File: src/rtl/ysyx_pkg.sv
// Shared fetch-path definitions: FSM state encoding, AXI read response
// code and the architectural reset PC used by both the PC register and fetch.
package ysyx_pkg;

    typedef enum logic [1:0] {
        IDLE = 2'd0,
        REQ  = 2'd1,
        WAIT = 2'd2,
        HOLD = 2'd3
    } fetch_state_e;

    localparam logic [1:0]  RESP_OKAY = 2'b00;
    localparam logic [31:0] PC_RESET  = 32'h8000_0000;

    // Instructions are word sized, so the two low PC bits must be zero.
    function automatic logic is_word_aligned(input logic [1:0] low_bits);
        return low_bits == 2'b00;
    endfunction

endpackage

File: src/rtl/ifu_fetch.sv
// Instruction fetch unit: one AXI4-Lite style read per instruction, the
// result held for decode until execute commits it.
module ifu_fetch #(
    parameter int         WIDTH     = 32,
    parameter logic [1:0] RESP_OKAY = ysyx_pkg::RESP_OKAY
) (
    input  logic             clk,
    input  logic             rst_n,
    input  logic [WIDTH-1:0] pc,
    input  logic             exu_valid,
    output logic [WIDTH-1:0] araddr,
    output logic             arvalid,
    input  logic             arready,
    input  logic [31:0]      rdata,
    input  logic [1:0]       rresp,
    input  logic             rvalid,
    output logic             rready,
    output logic [31:0]      inst,
    output logic             inst_valid,
    output logic             fetch_fault,
    output logic             misalign_fault
);
    import ysyx_pkg::fetch_state_e;
    import ysyx_pkg::IDLE;
    import ysyx_pkg::REQ;
    import ysyx_pkg::WAIT;
    import ysyx_pkg::HOLD;
    import ysyx_pkg::is_word_aligned;

    fetch_state_e state;

    // IDLE lasts one cycle after commit so that pc is sampled after the PC
    // register has advanced; every output is a flop, nothing is combinational.
    always_ff @(posedge clk or negedge rst_n) begin
        if (!rst_n) begin
            state          <= IDLE;
            araddr         <= '0;
            arvalid        <= 1'b0;
            rready         <= 1'b0;
            inst           <= '0;
            inst_valid     <= 1'b0;
            fetch_fault    <= 1'b0;
            misalign_fault <= 1'b0;
        end else begin
            case (state)
                IDLE: begin
                    araddr <= pc;
                    if (is_word_aligned(pc[1:0])) begin
                        arvalid <= 1'b1;
                        state   <= REQ;
                    end else begin
                        misalign_fault <= 1'b1;
                        inst           <= '0;
                        inst_valid     <= 1'b1;
                        state          <= HOLD;
                    end
                end
                REQ: begin
                    if (arready) begin
                        arvalid <= 1'b0;
                        rready  <= 1'b1;
                        state   <= WAIT;
                    end
                end
                WAIT: begin
                    // A faulting word is still captured; fetch_fault tells decode not to run it.
                    if (rvalid) begin
                        rready      <= 1'b0;
                        inst        <= rdata;
                        fetch_fault <= (rresp != RESP_OKAY);
                        inst_valid  <= 1'b1;
                        state       <= HOLD;
                    end
                end
                HOLD: begin
                    if (exu_valid) begin
                        inst_valid     <= 1'b0;
                        fetch_fault    <= 1'b0;
                        misalign_fault <= 1'b0;
                        state          <= IDLE;
                    end
                end
                default: state <= IDLE;
            endcase
        end
    end

endmodule

File: config.mk
export PLATFORM = sky130hd
export DESIGN_NAME = ifu_fetch
export DESIGN_NICKNAME = d
export VERILOG_FILES = /design/src/rtl/ysyx_pkg.sv /design/src/rtl/ifu_fetch.sv
export SDC_FILE = /design/constraint.sdc
export NUM_CORES = 1
export LEC_CHECK = 0
export ABC_AREA = 1
export BUFFER_PORTS_ARGS = -buffer_cell sky130_fd_sc_hd__buf_2
export CAP_MARGIN = 20
export CELL_PAD_IN_SITES_DETAIL_PLACEMENT = 0
export CELL_PAD_IN_SITES_GLOBAL_PLACEMENT = 1
export CORE_MARGIN = 2
export CORE_UTILIZATION = 30
export DETAILED_ROUTE_END_ITERATION = 6
export PLACE_DENSITY_LB_ADDON = 0.1
export SYNTH_ARGS = -nofsm -noshare
export SYNTH_HDL_FRONTEND = slang
export SYNTH_SLANG_ARGS = --single-unit
File: constraint.sdc
create_clock -name clk -period 1.54 [get_ports clk]
set_clock_uncertainty 0.15 [all_clocks]
set_input_delay 0.154 -clock clk [delete_from_list [all_inputs] [get_ports clk]]
set_output_delay 0.154 -clock clk [all_outputs]
set_load 0.1 [all_outputs]
# After elaboration in Yosys (flattened, before gate mapping)
# Cells that the tools add are included.
dict set report totals {
  ff_bits 71
  wordCells 53
  input_bits 71
  output_inout_bits 69
}
dict set report classes {
  n_reduce_logical 16
  mux 21
  n_eq_ne 8
}
# cell n
set op_table {}
lappend op_table {{$mux 32} 2}
lappend op_table {{$pmux 32 s2} 1}
lappend op_table {{$reduce_and 3->1} 6}
lappend op_table {{$reduce_bool 2->1} 6}
lappend op_table {{$ne 2x2->1 const B} 5}
lappend op_table {{$mux 1} 8}
lappend op_table {{$mux 2} 4}
lappend op_table {{$pmux 1 s2} 4}
lappend op_table {{$pmux 2 s4} 1}
lappend op_table {{$eq 2x2->1 const B} 2}
lappend op_table {{$logic_not 2->1} 2}
lappend op_table {{$reduce_and 4->1} 1}
lappend op_table {{$pmux 1 s3} 1}
lappend op_table {{$reduce_bool 3->1} 1}
lappend op_table {{$eq 2x1->1 const B} 1}

# Depth between registers and ports, before layout
dict set report depth {
  depth_word 3
  mapped_depth 9
}

# Worst setup path after synthesis
# Ideal clock, no wire load.
dict set report synth_timing {
  path_kind {reg2reg}
  startpoint {register state[0]}
  endpoint {register inst[0]}
  path_buffers 2
  t_required_ps 1268
  arrival_time_ps 1286
  period_less_slack_ps 1558
  setup_slack_ps -18
  stages_incl_launch_ff 9
  path_cell_list {dfrtp_1 -> inv_1 -> ha_1 -> buf_4 -> nand2_4 -> nand3_4 -> buf_6 -> nand2_1 -> nand2_1}
}
dict set report synth_between {
  elab_chain_len 3
  elab_cells_between_ends 7
  classes_between {eq/ne (3); mux (1); reduce/logical (3)}
}
# item line_no
set synth_lines {}
lappend synth_lines {{from (decl)} ifu_fetch.sv:30} ;# fetch_state_e state;
lappend synth_lines {{from (signal assigned)} ifu_fetch.sv:36} ;# state <= IDLE;
lappend synth_lines {{from (signal assigned)} ifu_fetch.sv:50} ;# state <= REQ;
lappend synth_lines {{from (signal assigned)} ifu_fetch.sv:55} ;# state <= HOLD;
lappend synth_lines {{$eq 2x2->1 or $logic_not 2->1 (tied branches)} ifu_fetch.sv:45} ;# case (state)
lappend synth_lines {{$ne 2x2->1 (no line) or $reduce_bool 2->1 (tied branches)} --}
lappend synth_lines {{$reduce_and 3->1 (no line)} --}
lappend synth_lines {{to (signal assigned)} ifu_fetch.sv:69} ;# inst <= rdata;
lappend synth_lines {{to (decl)} ifu_fetch.sv:18} ;# output logic [31:0] inst,
# Parallel ways exist; a longest one is shown, timed or not.
# A chain may end at the register's enable or synchronous reset.

# Final worst setup path
dict set report layout_timing {
  startpoint {register state[1]}
  endpoint {register inst[4]}
}
# The elaborated chain is that of the path after synthesis.

==> impl_metrics.env <==
export IMPL_outcome="finished clean"
export IMPL_clk_pin_slew_ps=70
export IMPL_start_util_pct=30.41
export IMPL_synth_distinct_cells=20
export IMPL_grtUsageTotal_pct=15.89
export IMPL_finalMaxSlewViolations=0
export IMPL_area_delta_synth_final_pct=57.45
export IMPL_synthesis_area_sq_um=3097
export IMPL_rows=37
export IMPL_wirelength_mm=8.849
export IMPL_hp_class="in -> reg"
export IMPL_setup_viol=0
export IMPL_drtPass1Iterations=4
export IMPL_placed_cells_incl_taps=611
export IMPL_cts_buffers_inserted=9
export IMPL_io_pins=140
export IMPL_clock_latency_ps=340
export IMPL_htreeDepth=3
export IMPL_die_w_microns=105.6
export IMPL_worstPathArrival_ps=1570
export IMPL_drt_iter0_drc=99
export IMPL_hpwl_mm=5.506
export IMPL_finalCritPeriodShare_pct=96.33
export IMPL_max_freq_mhz=674.1
export IMPL_synth_cells=345
export IMPL_instances_no_fill=692
export IMPL_drive_gt1_share_pct=33.09
export IMPL_hold_violations=0
export IMPL_start_kind="flip-flop"
export IMPL_ant_nets=0
export IMPL_fin_tns_setup_ps=0
export IMPL_core_sq_um=10180
export IMPL_final_nets=631
export IMPL_drc_errors=0
export IMPL_grt_pass1_wl_mm=13.97
export IMPL_worstPathMaxFanout=32
export IMPL_die_h_microns=105.6
export IMPL_vias=2978
export IMPL_cp_end_kind="flip-flop"
export IMPL_fin_util_pct=47.87
export IMPL_routed_via_density=4.303
export IMPL_syn_num_nets=424
export IMPL_grt_pass1_vias=2886
export IMPL_antenna_found_initial=0
export IMPL_slew_headroom_pct=66.34
export IMPL_maxCapViolCount=0
export IMPL_cts_root_buf="clkbuf_8"
export IMPL_period_minus_slack_ps=1483
export IMPL_diodes=0
export IMPL_clkSinkCount=71
export IMPL_die_area_sq_um=11150
export IMPL_post_drt_wl_per_cell_microns=12.79
export IMPL_worst_pin_slew_ps=508.3
export IMPL_avgSynthCellArea_sq_um=8.976
export IMPL_cp_data_required_time_ps=1620
export IMPL_cts_path_max_buffers=2
export IMPL_rsz0062_at_grt="yes"
export IMPL_grt_max_degree=72
export IMPL_gp_congestion=0.7691
export IMPL_cts_tree="done"
export IMPL_yosys_warnings=0
export IMPL_ys_seq_area_share_pct=57.37
export IMPL_synth_seq_cells=71
export IMPL_overflow=0
export IMPL_worstSetupPathType="reg -> reg"
export IMPL_port_buffers=139
## cell usage in the layout (no fill, tap or decap)
master           n
o21ai_0          5
nand2_1        180
buf_2          138
buf_4           10
nand3_1          3
nand3_2          2
dlygate4sd3_1   65
a21oi_1          1
nor2_4           1
dfrtp_1         71
nand2_4          2
inv_4            1
ha_1             6
inv_1            5
o21ai_1          1
nand4_1         34
nand3_4          1
or2_4            1
clkbuf_8        12
buf_6            2
buf_12           3
clkinv_2         1
bufinv_16        2
nand2_2          2
nor2_1           1
ha_4             2
inv_2            4
## flip-flops by register name, summed over array words and instances, names as in the netlist
register        cells
arvalid             1
misalign_fault      1
fetch_fault         1
rready              1
inst_valid          1
state               2
inst               32
araddr             32
## final cells by class
type                    instances  area [sq um]
clock buffers                  12         165.2
clock inverters                 3         65.06
fillers                      1014          5309
inverters                      10         40.04
multi-input cells             242          1160
flip-flops and latches         71          1777
well taps                     136         170.2
repair buffers                218          1499
## worst max-delay path, cell delays in order, from the launching register on
cell and delay, ps:
dfrtp_1 400, buf_4 150, ha_4 180, nand2_4 110
nand3_4 90, buf_12 180, nand2_1 70, nand2_1 50
## routing by layer
layer	global-route usage [%]	share of wire (%)	wire [microns]
met5	0	0	0
met4	7.049	1.6	142
met3	2.350	3.9	342
met2	26.22	49	4373
met1	20.67	45	3991
## cells in the mapped netlist (all sizes together)
| library cell | number | share of area [%] |
|---|---|---|
| a21oi | 1 | 0.16 |
| buf | 20 | 4.9 |
| clkbuf | 2 | 0.24 |
| dfrtp | 71 | 57 |
| ha | 8 | 3.2 |
| inv | 10 | 1.3 |
| nand2 | 184 | 23 |
| nand3 | 6 | 1.4 |
| nand4 | 34 | 6.9 |
| nor2 | 2 | 0.48 |
| o21ai | 6 | 0.97 |
| or2 | 1 | 0.20 |
## metrics by stage
| step | setup slack (ps) | cell area, sq um | hold WS [ps] |
|---|---|---|---|
| 4_1_cts | 9.732 | 4830 | 5.953 |
| 3_3_place_gp | -9.763 | 3940 | 58.29 |
| 5_1_grt | -43.76 | 4876 | 30.08 |
| 6_report | 56.52 | 4876 | 30.49 |
| 2_1_floorplan | 5.386 | 3097 | -291.6 |
| 3_5_place_dp | -36.95 | 3940 | 60.53 |
## kinds of logic (layout without fill, tap and decap cells)
logic type | count (synthesis) | after routing | synth area share [%]
AOI/OAI and AO/OA | 7 | 7 | 1.131
adders and majority gates | 8 | 8 | 3.232
buffers and inverters | 32 | 243 | 6.465
DFF | 71 | 71 | 57.37
and+or+nand+nor | 227 | 227 | 31.80
## final timing paths
check                                start          end  slack (ps)  cells after the start
worst max-delay path              state[1]      inst[4]          60                      7
worst min-delay path              rresp[0]  fetch_fault          30                      3
worst max register to register    state[1]      inst[4]          60                      7
worst min register to register  araddr[21]   araddr[21]         320                      2
max in group asynchronous            rst_n   inst_valid         700                      3
min in group asynchronous            rst_n   araddr[30]         180                      3
## repair_timing
item,CTS,global route
hold buffers,65,0
setup buffers,0,1
pin swaps,0,1
endpoints found under the setup margin,51,64
resized for setup,3,9
hold endpoints to repair,135,0
Power is not shown: default switching activity piles up to over one toggle a cycle in this logic, so the estimate is an artifact.
